[src/rtl/truth_table_sweeper.sv]
// truth_table_sweeper
//
// Purpose: steps a 4-input combinational function under test through all
// 16 input vectors (0000..1111, x1 = MSB), holds each vector SETTLE+1
// cycles, samples the function output in the last of those cycles and
// assembles the observed truth table. On completion it pulses done and
// reports whether the captured table matches the expected one.
//
// Ports:
//   clk       - single clock, rising edge
//   rst       - asynchronous active-high reset
//   start     - one-cycle request to begin a sweep (honoured only when idle)
//   exp[15:0] - expected truth table, bit i = expected f for vector i
//   f_in      - output of the function under test
//   x1..x4    - function inputs, {x1,x2,x3,x4} = current vector index
//   busy      - high while a sweep is in progress
//   done      - one-cycle pulse when a sweep completes
//   tt[15:0]  - captured truth table, bit i = f_in sampled for vector i
//   ones_cnt  - number of 1s captured (0..16)
//   pass      - tt == exp, valid from the done cycle until the next start
module truth_table_sweeper #(
    parameter int SETTLE = 2
) (
    input  logic        clk,
    input  logic        rst,
    input  logic        start,
    input  logic [15:0] exp,
    input  logic        f_in,
    output logic        x1,
    output logic        x2,
    output logic        x3,
    output logic        x4,
    output logic        busy,
    output logic        done,
    output logic [15:0] tt,
    output logic [4:0]  ones_cnt,
    output logic        pass
);

    typedef enum logic [1:0] {
        IDLE,
        APPLY,
        SAMPLE,
        DONE
    } state_t;

    // APPLY lasts SETTLE cycles (counter 0..SETTLE-1), SAMPLE one more,
    // giving SETTLE+1 cycles per vector.
    localparam logic [3:0] SETTLE_LAST = 4'(SETTLE - 1);

    state_t     state;
    logic [3:0] index;
    logic [3:0] settle_cnt;
    logic [3:0] x_vec;
    logic [15:0] tt_final;

    assign {x1, x2, x3, x4} = x_vec;

    // The comparison that loads pass is made on the edge that also writes
    // bit 15, so the final bit is merged in here rather than read from tt.
    assign tt_final = {f_in, tt[14:0]};

    // Single sequential FSM; every output is a register updated here.
    always_ff @(posedge clk or posedge rst) begin
        if (rst) begin
            state      <= IDLE;
            index      <= 4'd0;
            settle_cnt <= 4'd0;
            x_vec      <= 4'd0;
            busy       <= 1'b0;
            done       <= 1'b0;
            tt         <= 16'h0000;
            ones_cnt   <= 5'd0;
            pass       <= 1'b0;
        end else begin
            case (state)
                IDLE: begin
                    done <= 1'b0;
                    if (start) begin
                        tt         <= 16'h0000;
                        ones_cnt   <= 5'd0;
                        pass       <= 1'b0;
                        index      <= 4'd0;
                        settle_cnt <= 4'd0;
                        x_vec      <= 4'd0;
                        busy       <= 1'b1;
                        state      <= APPLY;
                    end
                end

                APPLY: begin
                    if (settle_cnt == SETTLE_LAST) begin
                        state <= SAMPLE;
                    end else begin
                        settle_cnt <= settle_cnt + 4'd1;
                    end
                end

                SAMPLE: begin
                    tt[index] <= f_in;
                    ones_cnt  <= ones_cnt + {4'd0, f_in};
                    if (index == 4'd15) begin
                        // exp is only looked at here, so it may change
                        // freely while the sweep runs.
                        pass  <= (tt_final == exp);
                        done  <= 1'b1;
                        busy  <= 1'b0;
                        index <= 4'd0;
                        x_vec <= 4'd0;
                        state <= DONE;
                    end else begin
                        index      <= index + 4'd1;
                        x_vec      <= index + 4'd1;
                        settle_cnt <= 4'd0;
                        state      <= APPLY;
                    end
                end

                DONE: begin
                    done  <= 1'b0;
                    state <= IDLE;
                end

                default: begin
                    state <= IDLE;
                end
            endcase
        end
    end

endmodule

[config.mk]
export PLATFORM = sky130hd
export DESIGN_NAME = truth_table_sweeper
export DESIGN_NICKNAME = d
export VERILOG_FILES = /design/src/rtl/truth_table_sweeper.sv
export SDC_FILE = /design/constraint.sdc
export NUM_CORES = 1
export LEC_CHECK = 0
export ABC_AREA = 1
export ABC_CLOCK_PERIOD_IN_PS = 2200
export CAP_MARGIN = 20
export CORE_AREA = 5 5 85 87
export DETAILED_ROUTE_END_ITERATION = 10
export DIE_AREA = 0 0 90 92
export DONT_BUFFER_PORTS = 1
export PLACE_DENSITY = 0.47
export SKIP_CTS_REPAIR_TIMING = 1
export SLEW_MARGIN = 20
export SYNTH_ARGS = -nofsm -noshare
export SYNTH_HDL_FRONTEND = slang
export SYNTH_SLANG_ARGS = --single-unit
[constraint.sdc]
create_clock -name clk -period 2.2 [get_ports clk]
set_input_delay 0.44 -clock clk [delete_from_list [all_inputs] [get_ports clk]]
set_output_delay 0.44 -clock clk [all_outputs]
set_load 0.02 [all_outputs]
[Word-level counts from Yosys, hierarchy flattened]
Index checks and enable logic that the tools add are counted.
Cells by class
  mux-type cells: 25
  $add $sub $neg: 3
  $lt $le $gt $ge: 2
  reduce and logical (&&, ||, !) cells: 11
  eq/ne operators: 11
Operators by type and width (number)
  16-bit case mux with 2 select lines: 1
  16-bit bitwise mux: 1
  16-bit equality test: 1
  16-bit 2-to-1 mux: 1
  4-bit 2-to-1 mux: 4
  4-bit case mux with 3 select lines: 1
  2-bit inequality test (second input constant): 5
  5-bit case mux with 2 select lines: 1
  4-bit by 1-bit adder with 4-bit output (second input constant): 2
  2-bit case mux with 4 select lines: 1
  4-bit case mux with 2 select lines: 1
  1-bit 2-to-1 mux: 6
  2-bit 2-to-1 mux: 3
  1-bit case mux with 2 select lines: 3
  2-bit AND reduction: 3
  5-bit by 1-bit adder with 5-bit output: 1
  4-bit by 5-bit < comparator with 1-bit output (second input constant): 1
  5-bit 2-to-1 mux: 1
  1-bit demux with 4-bit select: 1
  2-bit equality test (second input constant): 2
  4-bit by 1-bit equality test with 1-bit output (second input constant): 1
  4-bit equality test (second input constant): 1
  4-bit by 1-bit greater-or-equal comparator with 1-bit output (second input constant): 1
  4-bit AND reduction: 1
  7 further kinds: 8
Storage, ports and cells
  bits of input ports: 20
  flip-flop bits (word level): 34
  output and inout bits: 28
  logic and storage cells: 60

[Longest topological paths before layout]
  depth after elaboration: 6
  depth in mapped cells: 9
  gate-level depth less buffers: 9

[Least setup slack after synthesis]
Ideal clock, no wire load.
  path kind: reg-to-reg
  start point: register state[0]
  end point: register tt[4]
  arrival time: 1366 ps
  path slack: 710 ps
  stages on the path, launching flop included: 8
  data required time: 2075 ps
  path buffers: 1
  library setup time: 125 ps
  period minus slack after synthesis: 1490 ps
  cell sequence: dfrtp_1 inv_1 ha_1 buf_2 nor2_4 clkinv_1 o21ai_0 a21boi_2
Between the ends
  word-level cells in the longest chain between the ends: 3
  elaborated cells between the ends (all ways): 6
  classes of those cells: eq/ne (2); mux (1); reduce/logical (3)
Ends and longest elaborated chain
  start: declaration: RTL line 51  | state_t state;
  start signal: assignment: RTL line 66  | state <= IDLE;
  start signal: assignment: RTL line 87  | state <= APPLY;
  start signal: assignment: RTL line 93  | state <= SAMPLE;
  2-bit equality test / 2-bit zero test (equally long branches): RTL line 76  | case (state)
  2-bit nonzero test (no line) / 2-bit inequality test (equally long branches)
  2-bit AND reduction (no line)
  end signal: indexed assignment: RTL line 100  | tt[index] <= f_in;
  end: declaration: RTL line 35  | output logic [15:0] tt,
Several ways; a longest one is shown, not always the timed one.
A chain may end at the register's enable or synchronous reset.

[Worst setup path in the final report]
  start point: register state[1]
  end point: register tt[4]
Same word-level chain as after synthesis.

==> run metrics <==
outcome finished, final reports clean; Post-DRT Antenna Nets 0; Worst setup SP type flop; MaxCap Viol Count 0; port buffer count 0; crit share post-route 82.9%; width of the die approximately 90 um; first-pass GRT wire length about 8.5 mm; maximum clock rate ~550 MHz; vias per cell 4.68; endpoint class of the critical path flop; Seq cells post-synth 34; clk sink count 34; slew margin rel. 65.7%; CTS max path bufs 2; Post-DP HPWL ~4 mm; Slew Limit Fails 0; worst endpoint required time around 2.4 ns; Mean Syn Cell Area between 7 and 8 um^2; Hold WC Path Type primary input to asynchronous set/reset pin; post-synthesis cell area 2120 um^2; routed length per instance 13.5 um; Post-synth EDFFs 0; Via Count between 1500 and 2000; H-tree depth 2; Placer Congestion about 0.83; Netlist cell types 29; I/O pins 48; layout cells sized above 1 7.67%; TritonCTS clock tree built; worst vdd ir 0.000391 V; Layout area overhead 8.73%; placed insts around 370; sequential cell area approximately 850 um^2; pin slew with the least headroom to its limit 0.514 ns; Final Hold Viols 0; TritonCTS Buffers 5; Clk pin slew, worst setup/hold paths roughly 0.07 ns; Worst Path Max Fanout 10; Root Driver clkbuf_8; top cell type's share of synthesized area between 40% and 50%; Synth top cells by count nand2_1 (78), inv_1 (54), dfrtp_1 (34); Static Leak between 1 and 1.5 nW; Initial Util about a third; Seq/Total Area, Yosys between 40% and 50%; FILL cells 671; global-route usage over all layers around 13%; ys async rst share 100%; GRT overflow 0; Mapped Cells 293; Non-Filler Instances ~380; Worst Setup Path Type flop to flop; RSZ-0062 raised after global routing false; Routed WL between 5 and 6 mm; die area around 8300 um^2; top-count cell post-synth nand2_1; CP max-delay cell dfrtp_1; area leader, netlist dfrtp_1; Tot Pwr 0.00226 W; yosys synthesis warning count 0; setup tns final 0 ns; number of global-route vias before repair between 1500 and 2000; drt drc 0; worst skew pair latency approximately 0.28 ns; Core ar. about 6300 um^2; Die H 92 um; largest net degree at the start of global routing 35; synth top area cells dfrtp_1 (40%), nand2_1 (14%), inv_1 (9.6%), ha_1 (7.1%), o21ai_0 (6.4%); multi-input logic area between 1000 and 1500 um^2; fin nets approximately 330; total power per unit cell area 978 nW/um^2; CP Cell Sequence inv_1 > ha_1 > nand2_2 > nor2_4 > clkinv_1 > o21ai_0 > a21boi_2; Synthesized Nets 325; Max stage delay on crit path between 0.4 and 0.5 ns; final setup fails 0; initial antenna violation count 0; Diodes inserted 0; Main synth FF type dfrtp_1; initial DRC count 60; Pre-antenna DRT Iters 4; num rows 29; crit path time final ~1.8 ns; skew final between 0.002 and 0.003 ns; Worst EP arrival just under 2 ns
## cell families (layout without fill, tap and decap cells)
family	Yosys count	in the layout	synth area share, %
adders and majority gates	12	12	7.08
AOI/OAI and AO/OA	50	50	13.0
xor gates and xnor gates	5	5	2.07
buffers and inverters	59	66	11.2
DFF	34	34	40.1
and+or+nand+nor	133	133	26.5
## per-stage QoR
stage,hold slack [ns],cell area [um^2],util [%],worst slack (ns)
floorplan,0.517,2120,-,0.710
global placement,0.467,2220,35.4,0.427
detailed placement,0.472,2220,35.4,0.352
CTS,0.165,2310,36.7,0.338
global route,0.189,2310,36.7,0.173
finish,0.145,2310,36.7,0.375
## flip-flops by register name (all words and copies together), names as in the netlist
name and cells:
done 1, state 2, tt 16, ones_cnt 5
busy 1, settle_cnt 4, pass 1, x_vec 4
## worst paths after layout
check,depth (start not counted),slack (ns),from,end
min reg2reg,2,0.58,settle_cnt[0]$_DFFE_PP0P_,settle_cnt[0]$_DFFE_PP0P_
min,2,0.15,rst,tt[7]$_DFFE_PP0P_
max in group asynchronous,2,1.75,rst,tt[11]$_DFFE_PP0P_
max reg2reg,7,0.38,state[1]$_DFFE_PP0P_,tt[4]$_DFFE_PP0P_
min in group clk,2,0.33,f_in,tt[7]$_DFFE_PP0P_
max,7,0.38,state[1]$_DFFE_PP0P_,tt[4]$_DFFE_PP0P_
## critical path: cells and delay by family (launching register included)
kind,cells,cell delay (ns)
buffers and inverters,2,0.43
DFF,1,0.42
and+or+nand+nor,2,0.32
AOI/OAI and AO/OA,2,0.28
adders and majority gates,1,0.25
## cell usage in the layout (no fill, tap or decap), types with 3 or more instances in the layout
master / Yosys / final
nor2_1: 25 / 25
buf_4: 2 / 5
nand3_1: 14 / 14
clkbuf_8: 0 / 6
o21ai_0: 27 / 27
a21oi_1: 12 / 12
or2_2: 4 / 4
nand4_1: 5 / 5
inv_1: 54 / 54
ha_1: 12 / 12
nand2_1: 78 / 78
xor2_1: 3 / 3
dfrtp_1: 34 / 34
## per-layer routing
metal	part of all wire [%]	wire length (um)	vias to the layer above	track usage (%)
met5	0	0	-	0
met3	7.2	367	8	4.75
met4	1.6	81	0	3.85
met1	45	2280	791	15.3
li1	-	-	927	-
met2	47	2370	40	20.9
## area by class of cell
cell class	instances	share of cell area [%]
flip-flops and latches	34	36.9
clock buffers	6	3.58
repair buffers	5	1.63
inverters	55	8.95
well taps	77	4.18
multi-input cells	200	44.8
## report_power, final
group,total (W),switching [W],internal [W]
Clock,0.000455,0.000214,0.000241
Sequential,0.000937,0.000205,0.000732
Combinational,0.000863,0.000566,0.000297
(Power assumes the default switching activity.)
